`config.mk`:
```
export PLATFORM = sky130hd
export DESIGN_NAME = ramb16_s4_arb
export DESIGN_NICKNAME = d
export VERILOG_FILES = /design/src/rtl/ramb16_s4_arb_pkg.sv /design/src/rtl/ramb16_s4_rr2.sv /design/src/rtl/ramb16_s4_arb.sv
export SDC_FILE = /design/constraint.sdc
export NUM_CORES = 1
export LEC_CHECK = 0
export BUFFER_PORTS_ARGS = -buffer_cell sky130_fd_sc_hd__buf_4
export CORE_MARGIN = 5
export CORE_UTILIZATION = 44
export CTS_CLUSTER_DIAMETER = 200
export CTS_CLUSTER_SIZE = 10
export DETAILED_ROUTE_END_ITERATION = 8
export GPL_TIMING_DRIVEN = 0
export PLACE_DENSITY = 0.76
export SLEW_MARGIN = 10
export SYNTH_ARGS = -nofsm -noshare
export SYNTH_HDL_FRONTEND = slang
export SYNTH_SLANG_ARGS = --single-unit
```
`constraint.sdc`:
```
create_clock -name CLK -period 1.7 [get_ports CLK]
set_input_delay 0.17 -clock CLK [delete_from_list [all_inputs] [get_ports CLK]]
set_output_delay 0.17 -clock CLK [all_outputs]
set_load 0.005 [all_outputs]
```
`src/rtl/ramb16_s4_arb_pkg.sv`:
```
// Shared types and RAMB16 port-B (4096 x 4) geometry for the arbiter slice.
package ramb16_s4_arb_pkg;

    localparam int unsigned ADDR_W = 12;
    localparam int unsigned DATA_W = 4;
    localparam int unsigned DEPTH  = 4096;

    typedef enum logic {
        ST_CLEAR = 1'b0,
        ST_SERVE = 1'b1
    } arb_state_e;

endpackage

```
`src/rtl/ramb16_s4_rr2.sv`:
```
// Two-way round-robin grant; the last-granted pointer lg favours requester 0 after reset.
module ramb16_s4_rr2 (
    input  logic clk,
    input  logic rst,
    input  logic en,
    input  logic req0,
    input  logic req1,
    output logic gnt0,
    output logic gnt1
);

    logic lg;

    // On conflict the requester that was not granted last wins.
    always_comb begin
        gnt0 = 1'b0;
        gnt1 = 1'b0;
        if (en) begin
            if (req0 && (!req1 || lg)) begin
                gnt0 = 1'b1;
            end else if (req1) begin
                gnt1 = 1'b1;
            end
        end
    end

    always_ff @(posedge clk or posedge rst) begin
        if (rst) begin
            lg <= 1'b1;
        end else if (gnt0) begin
            lg <= 1'b0;
        end else if (gnt1) begin
            lg <= 1'b1;
        end
    end

endmodule

```
`src/rtl/ramb16_s4_arb.sv`:
```
// Port-B arbiter for a 4096 x 4 block RAM: round-robin between two clients plus a
// full-array clear sweep after reset or on CLR.
module ramb16_s4_arb
    import ramb16_s4_arb_pkg::*;
#(
    parameter bit                CLEAR_ON_RESET = 1'b1,
    parameter logic [DATA_W-1:0] CLEAR_VAL      = 4'h0
) (
    input  logic              CLK,
    input  logic              RST,
    input  logic              CLR,
    input  logic              REQ0,
    input  logic              REQ1,
    input  logic              WE0,
    input  logic              WE1,
    input  logic [ADDR_W-1:0] ADDR0,
    input  logic [ADDR_W-1:0] ADDR1,
    input  logic [DATA_W-1:0] DI0,
    input  logic [DATA_W-1:0] DI1,
    output logic              GNT0,
    output logic              GNT1,
    output logic              DOV0,
    output logic              DOV1,
    output logic [DATA_W-1:0] DO,
    output logic              BUSY,
    output logic              ENB,
    output logic              WEB,
    output logic              SSRB,
    output logic [ADDR_W-1:0] ADDRB,
    output logic [DATA_W-1:0] DIB,
    input  logic [DATA_W-1:0] DOB
);

    localparam logic [ADDR_W-1:0] LAST_ADDR = ADDR_W'(DEPTH - 1);

    arb_state_e        state;
    logic [ADDR_W-1:0] cnt;
    logic              serve_en;

    assign serve_en = (state == ST_SERVE) && !RST;

    ramb16_s4_rr2 u_rr2 (
        .clk  (CLK),
        .rst  (RST),
        .en   (serve_en),
        .req0 (REQ0),
        .req1 (REQ1),
        .gnt0 (GNT0),
        .gnt1 (GNT1)
    );

    // FSM, sweep counter and read-valid pipeline; CLR is only honoured while serving.
    always_ff @(posedge CLK or posedge RST) begin
        if (RST) begin
            state <= CLEAR_ON_RESET ? ST_CLEAR : ST_SERVE;
            cnt   <= '0;
            DOV0  <= 1'b0;
            DOV1  <= 1'b0;
        end else begin
            DOV0 <= GNT0 && !WE0;
            DOV1 <= GNT1 && !WE1;
            case (state)
                ST_CLEAR: begin
                    cnt <= cnt + ADDR_W'(1);
                    if (cnt == LAST_ADDR) begin
                        state <= ST_SERVE;
                    end
                end
                default: begin
                    if (CLR) begin
                        state <= ST_CLEAR;
                        cnt   <= '0;
                    end
                end
            endcase
        end
    end

    // Port-B mux; the access is issued in the same cycle as the grant.
    always_comb begin
        ENB   = 1'b0;
        WEB   = 1'b0;
        ADDRB = '0;
        DIB   = '0;
        if (!RST) begin
            if (state == ST_CLEAR) begin
                ENB   = 1'b1;
                WEB   = 1'b1;
                ADDRB = cnt;
                DIB   = CLEAR_VAL;
            end else if (GNT0) begin
                ENB   = 1'b1;
                WEB   = WE0;
                ADDRB = ADDR0;
                DIB   = DI0;
            end else if (GNT1) begin
                ENB   = 1'b1;
                WEB   = WE1;
                ADDRB = ADDR1;
                DIB   = DI1;
            end
        end
    end

    assign BUSY = (state == ST_CLEAR);
    assign SSRB = 1'b0;
    assign DO   = DOB;

endmodule

```
Word-level counts from Yosys, hierarchy flattened:

Index checks and enable logic that the tools add are counted.
Widths: inputs -> output; s select.

* register bits after elaboration: 16
* bits in latches: 0
* memory bits (writable): 0
* bits in read-only memories: 0
* input port bits: 43
* output and inout bits: 28
* logic and storage cells: 47
* memories kept: 0

* $add $sub $neg: 1
* multiply operators: 0
* divide/modulo/power cells: 0
* order comparisons: 0
* eq/ne operators: 2
* shifts and indexed selects: 0
* mux-type cells: 28
* bitwise operators: 1
* reductions and logical operators: 10

Operators by type and width (count)
* $mux 12: 6
* $mux 1: 18
* $mux 4: 4
* $add 12x1->12 const B: 1
* $eq 12x12->1 const B: 1
* $logic_and 1x1->1: 4
* $logic_not 1->1: 4
* $ne 2x2->1 const B: 1
* $reduce_bool 2->1: 1
* $logic_or 1x1->1: 1
* $not 1->1: 1

Depth between registers and ports, before layout:

Gate-level depths: netlist of the first run.

* depth after elaboration: 9
* gate-level depth with buffers: 5
* gate-level depth less buffers: 4

Modules after synthesis:

Synthesis of the first run repeated with hierarchy kept, for this count alone.

* cells, all modules: 151
* area, all modules: 1302.5 um^2

Modules (own cells, without submodules)
* ramb16_s4_arb: instances 1, cells an instance 142, area an instance 1236.2 um^2, sequential area each 375.4 um^2
* ramb16_s4_rr2: instances 1, cells an instance 9, area an instance 66.3 um^2, sequential area each 26.3 um^2

Least setup slack after synthesis of the first run:

No wires, ideal clock.

* path type: register -> register
* start point: register cnt[0]
* end point: register cnt[8]
* setup time: 0.140 ns
* arrival time: 1.217 ns
* data required time: 1.560 ns
* path slack: 0.343 ns
* cell stages (with the launch flop): 5
* path buffers: 0
* period minus slack after synthesis: 1.357 ns
* cell sequence: dfrtp_1 > ha_1 > nand3b_2 > o311ai_0 > o41ai_1

* cells in the longest elaborated chain, start to end: 2

RTL lines
* start: declaration: line ramb16_s4_arb.sv:37 `logic [ADDR_W-1:0] cnt;`
* start signal: assignment: line ramb16_s4_arb.sv:64 `cnt <= cnt + ADDR_W'(1);`
* $add 12x1->12: line ramb16_s4_arb.sv:64
* $mux 12: line ramb16_s4_arb.sv:62 `case (state)`

No other way between the ends.
A chain may end at the register's enable or synchronous reset.

Worst setup path after layout of the first run:

* start point: register u_rr2.lg
* end point: output ADDRB[4]

* cells in the longest elaborated chain, start to end: 8
* elaborated cells between the ends (all ways): 10
* classes of those cells: mux: 8; reduce/logical: 2

RTL lines
* start: declaration: line ramb16_s4_rr2.sv:12 `logic lg;`
* start signal: assignment: line ramb16_s4_rr2.sv:29 `lg <= 1'b1;`
* start signal: assignment: line ramb16_s4_rr2.sv:31 `lg <= 1'b0;`
* start signal: assignment: line ramb16_s4_rr2.sv:33 `lg <= 1'b1;`
* $logic_or 1x1->1 *: line ramb16_s4_rr2.sv:19 `if (req0 && (!req1 || lg)) begin`
* $logic_and 1x1->1 *: line ramb16_s4_rr2.sv:19
* $mux 1: line ramb16_s4_rr2.sv:19
* $mux 1: line ramb16_s4_rr2.sv:18 `if (en) begin`
* $mux 12: line ramb16_s4_arb.sv:96 `end else if (GNT1) begin`
* $mux 12 *: line ramb16_s4_arb.sv:91 `end else if (GNT0) begin`
* $mux 12 *: line ramb16_s4_arb.sv:86 `if (state == ST_CLEAR) begin`
* $mux 12 *: line ramb16_s4_arb.sv:85 `if (!RST) begin`
* end: declaration: line ramb16_s4_arb.sv:29 `output logic [ADDR_W-1:0] ADDRB,`

Mark *: on every way between the ends. The rest lies on a longest branch, timed or not.

==> flow_summary.yaml, run 1 <==
worst_setup_path:
  reg2regPathDepth: 4
  critPathLaunchType: "flip-flop"
  worstPathArrival_ns: 1.69
  crit_start: "u_rr2.lg"
  critical_path.max_fanout: 5
  crit_path_end_kind: "output pin"
  reg2reg_from: "cnt[1]"
  timing_worst_setup_path_type: "flip-flop to output pin"
  worstPathRequired_ns: 1.53
  r2r_slack_ns: 0.21
  r2r-end: "cnt[8]"
cts:
  tritoncts: "done"
  clkLatencyLatePin_ns: 0.29
  clockRootBuffer: "clkbuf_4"
  cts_buffer_depth: 2
  cts_sinks: 16
  htreeDepth: 1
  clk_pin_slew_ns: 0.10
  cts_buffers: 3
power_and_ir_drop:
  switchingPower_uw: 599.2
  ir_drop_v: 0.001027
  power_frac_seq_pct: 38.2
  leakage_uw: 0.0008594
  p_per_area_mw_per_mm2: 835.9
  p_comb_share_pct: 45.1
  pwr-share-clk_pct: 16.7
  p_int_uw: 957.2
  p_sw_share_pct: 38.50
yosys:
  postSynthAreaPerCell_um2: 8.776
  synth_adder_area_share_pct: 1.018
  synth_edf_count: 0
  synth-compound-area-share_pct: 32.38
  ys_seq_area_share_pct: 32.69
  synth_xor_area_share_pct: 0.7128
  synthMuxAreaShare_pct: 0
  synthArstFlopShare_pct: 100.0
  synth_top_flop_cell: "dfrtp_1"
  yosysUniqueCellTypes: 39
  synth-seq-cells: 16
  syn_area_mm2: 0.001229
  syn_inst: 140
  yosysWarnings: 0
  synth_top_family_by_area: "compound AO/OA/AOI/OAI gates"
  syn_nets: 184
  yosys.area_share.simple_pct: 22.20
route:
  drt-initial-drc-count: 54
  ant_nets: 0
  wl_per_cell_um: 17.90
  drc: 0
  wirelength_mm: 4.313
  firstDrtPassIters: 4
  vias: 1435
  drt-vias-per-instance: 5.954
global_routing:
  grt_max_degree: 17
  grt_pass1_wl_mm: 6.886
  grt_pass1_vias: 1393
  grt_usage_pct: 21.35
  overflow: 0
  grt_antenna_before_repair: 0
layout:
  antennaDiodeCount: 0
  final_common_cell: "buf_4"
  final_nets: 255
  fin_util_pct: 68.70
  layoutNonFillerInstCount: 241
  layout_common_cells: "buf_4 (76), dfrtp_1 (14), nand4_1 (14), a21oi_1 (14), nor2_1 (13)"
  area_growth_pct: 51.53
  drive_gt1_share_pct: 50.00
run:
  max-cap-violations: 0
die:
  floorplan.initialDensity_pct: 45.34
  die_h_um: 62.85
  placement_rows: 19
  die_x_um: 62.85
  io_pins: 71
  core_region_area_mm2: 0.002710
  die_area_mm2: 0.003949
timing:
  hold_viol_final: 0
  min_period_ns: 1.859
  setup_viol: 17
  period_share_pct: 109.4
  tightestPinTransition_ns: 0.6105
  finalClockSkew_ns: 0.004314
  setup_tns_ns: -1.538
  slew_violations: 0
  rsz0062_at_grt: "true"
  fmax_ghz: 0.5379
  fin_ws_ns: -0.1592
  maxSlewHeadroom_pct: 59.26
worst_hold_path:
  holdPathStages: 2
  min_from: "WE1"
  hold_end: "DOV1"
  hold_path.class: "input port to flip-flop"
placement:
  dpl.cell_count: 236
  place_ws_ns: 0.07604
  dp_hpwl_mm: 3.348
  gp_congestion: 0.8436
  io_buffers: 65
run_status:
  violations: "negative setup slack"
  status: "finished, violations left"
## power groups by stage
stage | Combinational (µW) | Sequential (µW) | Clock [µW]
after floorplan | 400 | 571 | 0
after global routing | 765 | 613 | 283
final | 701 | 595 | 260
after detailed placement | 661 | 597 | 0
after global placement | 632 | 591 | 0
after CTS | 691 | 592 | 260
## worst max-delay path by stage
stage / end / depth (start not counted) / slack [ns]
6_report: ADDRB[4] / 5 / -0.16
5_1_grt: ADDRB[4] / 5 / -0.22
4_1_cts: ADDRB[3] / 5 / -0.14
3_5_place_dp: ADDRB[3] / 5 / 0.08
3_3_place_gp: ADDRB[4] / 5 / 0.16
2_1_floorplan: cnt[8] / 4 / 0.34
## area by class of cell
| type | count | area, µm² |
|---|---|---|
| plain buffers | 16 | 126.4 |
| clock buffers | 4 | 36.28 |
| fillers | 231 | 848.3 |
| inverters | 4 | 15.01 |
| multi-input cells | 103 | 739.5 |
| flip-flops and latches | 16 | 402.9 |
| well taps | 31 | 38.79 |
| repair buffers | 67 | 503.0 |
## metal layers
metal / track usage, % / vias to the layer above / routed length [µm]
met3: 5.576 / 6 / 288
met4: 3.979 / 0 / 63
met5: 0 / - / 0
met1: 26.61 / 689 / 1712
met2: 37.05 / 60 / 2250
li1: - / 680 / -
## critical path: stages (launching register included)
cell	delay [ns]
dfstp_2	0.58
nand2b_4	0.16
buf_4	0.14
nand4_1	0.13
a211oi_2	0.23
buf_4	0.15
## what timing repair did
| item | in CTS | in global routing |
|---|---|---|
| gates cloned | 1 | 0 |
| endpoints found under the hold margin | 0 | 0 |
| resized for setup | 13 | 5 |
| hold buffers | 0 | 0 |
| pin swaps | 2 | 1 |
| endpoints found under the setup margin | 17 | 18 |
| buffers inserted | 1 | 0 |
## metrics by stage
stage               instance area (µm²)  hold WS [ns]  total power (µW)
finish                             1862       0.01681              1556
global route                       1862      0.001802              1661
CTS                                1848       0.01975              1542
detailed placement                 1755        0.3335              1258
global placement                   1755        0.3355              1224
floorplan                          1229        0.2356             970.9
## sequential cells by signal, indices dropped and copies added, names as in the netlist
name	count
cnt	12
DOV0	1
DOV1	1
state	1
u_rr2.lg	1
## cell usage after synthesis (2+ instances only)
library cell	number	share of area, %
nand4_1	14	7.1
buf_2	6	2.4
o41ai_1	4	2.9
o311ai_1	3	2.1
buf_4	8	4.9
o21ai_0	2	0.81
nand3_1	4	1.6
a21o_1	3	1.8
nand2_1	6	1.8
a21oi_1	14	5.7
o211ai_1	3	1.8
o31ai_1	3	1.8
inv_1	4	1.2
a22o_1	4	2.9
buf_6	2	1.8
nor2_1	13	4.0
nor2b_1	2	1.0
dfrtp_1	15	31
a211oi_1	10	6.1
## cell families (layout without fill, tap and decap cells)
logic type | Yosys count | in the layout
compound gates | 54 | 54
xor+xnor | 1 | 1
fa+ha+maj | 1 | 1
buf+inv | 21 | 91
flops | 16 | 16
other cells | 1 | 1
simple gates | 46 | 46
No activity file was read; power rests on OpenSTA's default activity.
==> run 2: changes to the inputs <==
--- a/config.mk
+++ b/config.mk
@@ -7,13 +7,14 @@
 export LEC_CHECK = 0
 export BUFFER_PORTS_ARGS = -buffer_cell sky130_fd_sc_hd__buf_4
 export CORE_MARGIN = 5
-export CORE_UTILIZATION = 44
+export CORE_UTILIZATION = 45
 export CTS_CLUSTER_DIAMETER = 200
 export CTS_CLUSTER_SIZE = 10
 export DETAILED_ROUTE_END_ITERATION = 8
 export GPL_TIMING_DRIVEN = 0
-export PLACE_DENSITY = 0.76
+export PLACE_DENSITY = 0.78
 export SLEW_MARGIN = 10
 export SYNTH_ARGS = -nofsm -noshare
 export SYNTH_HDL_FRONTEND = slang
+export SYNTH_HIERARCHICAL = 1
 export SYNTH_SLANG_ARGS = --single-unit
==> run 2 against run 1 <==
The run still ends with negative setup slack left. Setup slack lost 0.42 ns. Synthesized cell count grew 7.9%. Cell count grew 12%. Non-clock buffer count grew 16. Power grew 5.0%. Clock skew grew 0.020 ns. First-iteration DRC count grew 110%. Routed wire length grew 23%. Fmax shrank 19%. Sequential cell count is the same. Utilization grew 12 points. Critical path type unchanged. Largest power group unchanged.
==> flow_summary.yaml, run 2 <==
run_status:
  status: "finished, violations left"
  violations: "negative setup slack"
yosys:
  synth_top_flop_cell: "dfrtp_1"
  postSynthAreaPerCell_um2: 8.626
  synthTopCellsByArea: "dfrtp_1 (29%), a221oi_2 (5.8%), nor2_1 (5.5%)"
  synthArstFlopShare_pct: 100.0
  yosysUniqueCellTypes: 45
  synth_common_cells: "nor2_1 (19), dfrtp_1 (15), nand2_1 (14)"
  synth_top_cell_by_area: "dfrtp_1"
  syn_nets: 195
  yosysMostFrequentCell: "nor2_1"
  syn_area_mm2: 0.001302
  yosysTopAreaCellShare_pct: 28.82
  ys_seq_area_share_pct: 30.84
  yosysWarnings: 6
  synth_edf_count: 0
  syn_inst: 151
  synth-seq-cells: 16
global_routing:
  grt_usage_pct: 22.61
  overflow: 0
  grt_antenna_before_repair: 0
  grt_pass1_wl_mm: 7.576
  grt_pass1_vias: 1546
  grt_max_degree: 16
timing:
  period_share_pct: 134.3
  finalClockSkew_ns: 0.02449
  fmax_ghz: 0.4380
  maxSlewHeadroom_pct: 52.47
  slew_violations: 0
  min_period_ns: 2.283
  whs_ns: 0.008468
  tightestPinTransition_ns: 0.7106
  hold_viol_final: 0
  fin_ws_ns: -0.5833
  setup_viol: 18
  rsz0062_at_grt: "true"
power_and_ir_drop:
  p_comb_share_pct: 45.8
  pwr-share-clk_pct: 17.1
  power_frac_seq_pct: 37.1
  p_per_area_mw_per_mm2: 730.1
  switchingPower_uw: 656.0
  ir_drop_v: 0.0009958
  leakage_uw: 0.001055
  p_int_uw: 978.3
  p_sw_share_pct: 40.14
cts:
  cts_buffer_depth: 2
  tritoncts: "done"
  cts_sinks: 16
  clockRootBuffer: "clkbuf_4"
  cts_buffers: 3
  clk_pin_slew_ns: 0.13
  htreeDepth: 1
  clkLatencyLatePin_ns: 0.31
worst_setup_path:
  cp_top_family: "buffers and inverters"
  endpoint: "ADDRB[6]"
  critPathLaunchType: "flip-flop"
  reg2regPathDepth: 4
  cp_cell_sequence: "buf_6 -> buf_8 -> nand2_8 -> inv_8 -> nand2_4 -> a21oi_4 -> nor2b_4 -> buf_12 -> a221oi_4 -> nor3_1 -> buf_4"
  max_stage_delay_ns: 0.39
  cp_num_cells: 11
  worstPathArrival_ns: 2.11
  timing_worst_setup_path_type: "flip-flop to output pin"
  path_buf_inv: 5
  r2r_slack_ns: 0.07
  worstPathRequired_ns: 1.53
  crit_path_end_kind: "output pin"
  r2r-end: "cnt[8]"
  critical_path.max_fanout: 10
  crit_start: "state"
  reg2reg_from: "cnt[0]"
  slowest_stage: "dfrtp_1"
placement:
  place_ws_ns: -0.7011
  io_buffers: 65
  dp_hpwl_mm: 3.292
  gp_congestion: 0.8197
die:
  floorplan.initialDensity_pct: 47.23
  die_h_um: 63.80
  die_area_mm2: 0.004070
  placement_rows: 19
  io_pins: 71
  core_region_area_mm2: 0.002758
  die_x_um: 63.80
route:
  firstDrtPassIters: 5
  vias: 1637
  drt-initial-drc-count: 116
  drc: 0
  wl_per_cell_um: 19.79
  drt-vias-per-instance: 6.086
  wirelength_mm: 5.323
  ant_nets: 0
layout:
  final_nets: 283
  drive_gt1_share_pct: 55.88
  regMostFlops: "cnt"
  layout_common_cells: "buf_4 (86), nor2_1 (18), dfrtp_1 (15), nand2_1 (10), nor3_1 (8)"
  final_common_cell: "buf_4"
  antennaDiodeCount: 0
  area_growth_pct: 71.85
  largest_reg_flops: 12
worst_hold_path:
  min_from: "WE0"
  hold_path.class: "input port to flip-flop"
run:
  max-cap-violations: 0
==> run 2: cell count changes in the layout (fill, tap and decap cells not counted), sizes merged, moves of 4 or more <==
cell | before | now
buf | 82 | 95
a211oi | 11 | 1
nand4 | 15 | 5
nor3 | 1 | 11
a221oi | 1 | 10
nand2 | 6 | 15
a21oi | 14 | 6
a22oi | 0 | 6
nor2 | 13 | 19
a22o | 4 | 0
mux2i | 0 | 4
o311ai | 4 | 0
o41ai | 4 | 0
==> run 2: power by group through the flow <==
stage / Combinational [µW] / Clock [µW] / Sequential [µW]
after floorplan: 449 / 0 / 575
after global placement: 678 / 0 / 606
after detailed placement: 690 / 0 / 607
after CTS: 704 / 274 / 602
after global routing: 816 / 311 / 624
final: 748 / 280 / 607
==> run 2: worst min-delay path by stage <==
stage	cells past startpoint	slack, ns	end
after CTS	2	0.007	DOV1
after global placement	2	0.22	u_rr2/lg
after detailed placement	2	0.23	u_rr2/lg
final	2	0.008	DOV0
after floorplan	1	0.06	u_rr2/lg
after global routing	2	-0.01	DOV0
==> run 2: kinds of logic (layout without fill, tap and decap cells) <==
kind of cell	Yosys count	count (layout)	synth area share, %
AND/OR/NAND/NOR	69	69	29.97
AO/OA/AOI/OAI	34	34	22.09
buffers and inverters	23	110	10.76
flip-flops	16	16	30.84
multiplexers	4	4	3.074
XOR/XNOR	3	3	2.018
adder cells (fa/ha/maj)	1	1	0.9605
other	1	1	0.2879
==> run 2: routing by layer <==
metal | part of all wire, % | global-route usage [%] | vias to the layer above
met5 | 0 | 0 | -
met2 | 52 | 38.69 | 118
met3 | 9.7 | 5.079 | 19
met1 | 36 | 28.85 | 774
met4 | 2.7 | 5.195 | 0
li1 | - | - | 726
==> run 2: per-stage QoR <==
stage	total power, µW	instance area [µm²]	utilization, %	instances	setup TNS (ns)
floorplan	1023	1350	-	151	-1.244
global placement	1284	1877	68.06	247	-9.992
detailed placement	1297	1877	68.06	247	-11.01
CTS	1580	2078	75.36	263	-7.252
global route	1750	2238	81.17	269	-10.44
finish	1634	2238	81.17	269	-8.729
==> run 2: worst reg2reg max path: stages (launching register included) <==
cell	delay (ns)
dfrtp_1	0.55
ha_1	0.34
nand4_4	0.18
nor4b_4	0.27
mux2i_1	0.20
==> run 2: final cells by class <==
| cell class | instances | area (µm²) |
|---|---|---|
| repair buffers | 84 | 654.4 |
| fillers | 178 | 519.2 |
| well taps | 31 | 38.79 |
| flip-flops and latches | 16 | 401.6 |
| multi-input cells | 112 | 928.4 |
| clock buffers | 4 | 36.28 |
| plain buffers | 15 | 141.4 |
| inverters | 7 | 37.54 |
==> run 2: timing repair <==
action	4_1_cts	5_1_grt
setup endpoints to repair	20	20
setup buffers	10	5
hold buffers	2	1
pin swaps	3	5
resized for setup	16	18
gates cloned	1	0
endpoints found under the hold margin	16	1
